**config.mk**
```make
export PLATFORM = sky130hd
export DESIGN_NAME = dmem_access_ctrl
export DESIGN_NICKNAME = d
export VERILOG_FILES = /design/src/rtl/dmem_access_ctrl.sv
export SDC_FILE = /design/constraint.sdc
export NUM_CORES = 1
export LEC_CHECK = 0
export BUFFER_PORTS_ARGS = -buffer_cell sky130_fd_sc_hd__buf_2
export CAP_MARGIN = 25
export CORE_MARGIN = 2
export CORE_UTILIZATION = 46
export CTS_CLUSTER_DIAMETER = 200
export DETAILED_ROUTE_END_ITERATION = 8
export PLACE_DENSITY = 0.79
export SYNTH_ARGS = -nofsm -noshare
export SYNTH_HDL_FRONTEND = slang
export SYNTH_SLANG_ARGS = --single-unit
export TNS_END_PERCENT = 50
```
**constraint.sdc**
```tcl
create_clock -name clk -period 2.1 [get_ports clk]
set_input_delay 0.63 -clock clk [delete_from_list [all_inputs] [get_ports clk]]
set_output_delay 0.63 -clock clk [all_outputs]
set_load 0.03 [all_outputs]
```
**src/rtl/dmem_access_ctrl.sv**
```systemverilog
// Purpose  : sequences one data-memory req/ack transaction per EXE/MEM load/store.
// Latency  : request issued the cycle after detect; load data + strobe the cycle after ack.
// Backpres.: stall freezes the upstream pipeline from detect until the DONE cycle.
//
// Ports:
//   clk, rst_n                       clock, asynchronous active-low reset
//   memread_in, memwrite_in          access request from the EXE/MEM register
//   addr_in, wdata_in                effective address and store data
//   stall                            combinational pipeline freeze
//   rdata_out, rdata_valid           load data and its one-cycle strobe to MEM/WB
//   mem_req/we/addr/wdata            registered request to the data memory
//   mem_ack, mem_rdata               memory completion pulse and read data
//   err, err_clr                     sticky timeout flag and its synchronous clear
module dmem_access_ctrl #(
  parameter int DW      = 32,
  parameter int AW      = 32,
  parameter int TIMEOUT = 15
) (
  input  logic          clk,
  input  logic          rst_n,
  input  logic          memread_in,
  input  logic          memwrite_in,
  input  logic [AW-1:0] addr_in,
  input  logic [DW-1:0] wdata_in,
  output logic          stall,
  output logic [DW-1:0] rdata_out,
  output logic          rdata_valid,
  output logic          mem_req,
  output logic          mem_we,
  output logic [AW-1:0] mem_addr,
  output logic [DW-1:0] mem_wdata,
  input  logic          mem_ack,
  input  logic [DW-1:0] mem_rdata,
  output logic          err,
  input  logic          err_clr
);

  localparam int CW = $clog2(TIMEOUT) + 1;

  typedef enum logic [1:0] {IDLE, BUSY, DONE} state_t;

  state_t        state, state_nxt;
  logic [CW-1:0] cnt;
  logic          access;
  logic          acked;
  logic          timed_out;

  assign access    = memread_in | memwrite_in;
  assign acked     = (state == BUSY) && mem_ack;
  // An ack in the final BUSY cycle takes priority over the timeout.
  assign timed_out = (state == BUSY) && !mem_ack && (cnt == CW'(TIMEOUT - 1));

  // State register
  always_ff @(posedge clk or negedge rst_n) begin
    if (!rst_n) begin
      state <= IDLE;
    end else begin
      state <= state_nxt;
    end
  end

  // Next-state logic; DONE never looks at the request inputs because they
  // still hold the instruction that just completed.
  always_comb begin
    state_nxt = state;
    unique case (state)
      IDLE:    if (access) state_nxt = BUSY;
      BUSY:    if (acked || timed_out) state_nxt = DONE;
      DONE:    state_nxt = IDLE;
      default: state_nxt = IDLE;
    endcase
  end

  // Output logic. mem_we still holds the access type during DONE, so it
  // selects whether the completion carries load data. Stall is held low
  // while reset is asserted so a frozen pipeline cannot come out of reset.
  always_comb begin
    stall       = 1'b0;
    rdata_valid = 1'b0;
    unique case (state)
      IDLE:    stall = rst_n & access;
      BUSY:    stall = 1'b1;
      DONE:    rdata_valid = ~mem_we;
      default: stall = 1'b0;
    endcase
  end

  // Request and read-data datapath
  always_ff @(posedge clk or negedge rst_n) begin
    if (!rst_n) begin
      mem_req   <= 1'b0;
      mem_we    <= 1'b0;
      mem_addr  <= '0;
      mem_wdata <= '0;
      rdata_out <= '0;
      cnt       <= '0;
    end else begin
      case (state)
        IDLE: begin
          if (access) begin
            mem_req   <= 1'b1;
            mem_we    <= memwrite_in;  // read+write together is a write
            mem_addr  <= addr_in;
            mem_wdata <= wdata_in;
            cnt       <= '0;
          end
        end
        BUSY: begin
          if (cnt != {CW{1'b1}}) begin
            cnt <= cnt + 1'b1;
          end
          if (acked) begin
            mem_req <= 1'b0;
            if (!mem_we) rdata_out <= mem_rdata;
          end else if (timed_out) begin
            mem_req <= 1'b0;
            if (!mem_we) rdata_out <= '0;
          end
        end
        default: ;
      endcase
    end
  end

  // Sticky timeout flag; a new timeout beats a simultaneous clear.
  always_ff @(posedge clk or negedge rst_n) begin
    if (!rst_n) begin
      err <= 1'b0;
    end else if (timed_out) begin
      err <= 1'b1;
    end else if (err_clr) begin
      err <= 1'b0;
    end
  end

endmodule

```
==> qor.yml <==
stdcell_area_um2: 5674
critPathCaptureType: "output pin"
grt_pass1_vias: 3115
dp_hpwl_mm: 7.005
synthesis.instances: 263
grt_usage_pct: 18.47
avgSynthCellArea_um2: 16.30
cts_max_level: 3
min_period_ns: 2.028
ctsLongestPathBuffers: 2
p_per_area_nw_per_um2: 1827
ys_seq_area_share_pct: 61.86
relSlewSlack_pct: 58.51
start_kind: "input port"
fin_nets: 574
fp-row-count: 35
cts_made_buffers: 9
timing.setup.tns_ns: 0
r2r-start: "cnt[1]"
reg2reg_slack_ns: 0.21
postCtsSetupBuffers: 0
hold_path.class: "in2async"
crit_start: "memwrite_in"
reg2reg_depth: 6
vias_per_cell: 5.106
period_share_pct: 96.58
synth-seq-cells: 106
clk_latency_ns: 0.36
clock_sink_count: 106
cap_violations: 0
die_area_um2: 10110
wl_per_cell_um: 16.50
post_cts_resized: 0
tritoncts: "done"
rr_endpoint: "cnt[3]"
crit_arrival_ns: 1.40
setup_viol: 0
finish.utilization_pct: 62.00
core_um2: 9153
fmax_mhz: 493.0
grt_pass1_wl_mm: 14.77
cellLeakagePower_nw: 3.075
nFillCells: 730
hold_ws_ns: 0.3428
slew_violations: 0
cp-endpoint: "stall"
start_util_pct: 46.85
critPathRequiredTime_ns: 1.47
final_cell_mix: "201 x buf_2, 106 x dfrtp_1, 49 x mux2_4"
status: "complete, no violations"
firstDrtPassIters: 4
vdd_ir_drop_max_v: 0.0009439
gp_congestion: 0.7577
postCtsHoldBufs: 0
use_met2_pct: 32.47
grt_overflow: 0
diodes: 0
vias: 2987
fin_total_pwr_mw: 10.37
final_common_cell: "buf_2"
drt-initial-drc-count: 116
synth_area_um2: 4288
final_layout_size_suffix_gt1_share_pct: 62.87
yosys_warnings: 0
path_max_fanout: 3
skew_ns: 0.01568
post-route-drc-count: 0
antenna_found_initial: 0
postRouteAntennaNets: 0
tightest_slew_ns: 0.6223
syn_nets: 368
clk_pin_slew_ns: 0.10
grt_max_degree: 107
area_growth_pct: 32.33
die_width_um: 100.5
synthDistinctLibCells: 29
hold_viol_final: 0
grt_setup_unrepaired: "false"
critPathKind: "in2out"
cts_root_buffer: "clkbuf_8"
port_buffers: 202
routed_wl_mm: 9.653
post_dp_cell_area_um2: 5438
grt.busiest_layer: "met2"
ios: 203
die_h_um: 100.5
gr-usage-met1_pct: 22.99
grtUsageMet3_pct: 3.814
==> where the power goes <==
part	switching, mW	internal (mW)	leakage, nW
clock network	0.705	0.720	0.115
logic	3.16	2.19	1.68
registers	0.583	3.01	1.28
==> how the worst min path moves through the flow <==
| stage | slack [ns] | endpoint | depth (start not counted) |
|---|---|---|---|
| 5_1_grt | 0.36 | mem_addr[27] | 2 |
| 3_3_place_gp | 0.48 | rdata_out[3] | 1 |
| 6_report | 0.34 | mem_addr[27] | 2 |
| 4_1_cts | 0.35 | rdata_out[24] | 2 |
| 2_1_floorplan | 0.33 | cnt[0] | 0 |
| 3_5_place_dp | 0.48 | rdata_out[1] | 1 |
==> per-stage QoR <==
| step | setup slack (ns) | std cells |
|---|---|---|
| finish | 0.07175 | 585 |
| detailed placement | 0.03750 | 569 |
| global route | 0.02318 | 585 |
| floorplan | 0.1533 | 263 |
| global placement | 0.06394 | 569 |
| CTS | 0.03324 | 585 |
==> Yosys cell counts <==
| master | instances | area, um2 |
|---|---|---|
| nand2b_1 | 1 | 6.260 |
| o21bai_1 | 1 | 7.510 |
| mux2_2 | 17 | 191.4 |
| nor2_4 | 1 | 11.26 |
| ha_1 | 3 | 37.54 |
| nor3b_1 | 1 | 7.510 |
| nor2_1 | 7 | 26.28 |
| a22o_1 | 39 | 341.6 |
| mux2_4 | 49 | 735.7 |
| and4b_1 | 1 | 10.01 |
| o31ai_1 | 3 | 22.52 |
| a211o_1 | 1 | 8.760 |
| nor2b_1 | 1 | 6.260 |
| clkbuf_2 | 1 | 5.000 |
| buf_2 | 5 | 25.02 |
| nor3_1 | 1 | 5.000 |
| and3_1 | 2 | 12.51 |
| a21oi_1 | 1 | 5.000 |
| or2_1 | 1 | 6.260 |
| nor3b_2 | 1 | 12.51 |
| buf_4 | 3 | 22.52 |
| nand4b_1 | 1 | 8.760 |
| inv_1 | 3 | 11.26 |
| o21ai_1 | 1 | 5.000 |
| dfrtp_1 | 106 | 2653 |
| nand2_1 | 3 | 11.26 |
| and2_1 | 1 | 6.260 |
| o21a_1 | 1 | 7.510 |
| buf_6 | 7 | 78.83 |
==> layout make-up <==
type | count | area [um2] | share of cell area (%)
clock buffers | 10 | 137.6 | 2.426
clock inverters | 6 | 96.34 | 1.698
inverters | 3 | 11.26 | 0.1985
multi-input cells | 138 | 1506 | 26.55
flip-flops and latches | 106 | 2653 | 46.75
well taps | 111 | 138.9 | 2.448
repair buffers | 211 | 1131 | 19.93
==> registers in the layout, indices dropped and copies added (netlist names) <==
name and flops:
rdata_out 32, mem_req 1, state 2, err 1, cnt 5, mem_we 1
mem_wdata 32, mem_addr 32
==> metal layers <==
layer | wire, um | part of all wire [%]
met1 | 4027 | 42
met3 | 572 | 5.9
met4 | 80 | 0.83
met2 | 4972 | 52
met5 | 0 | 0
==> cells by family after synthesis <==
logic type	Yosys count	synth area share (%)
DFF	106	61.86
buffers and inverters	19	3.326
and+or+nand+nor	22	3.035
AOI/OAI and AO/OA	47	9.279
adders and majority gates	3	0.8755
muxes	66	21.62
==> critical path, stage by stage <==
cell and delay, ns:
buf_2 0.11, or2_4 0.27, a21oi_1 0.15, nor2_1 0.05, buf_2 0.18
Power figures use the tool's default switching activity.
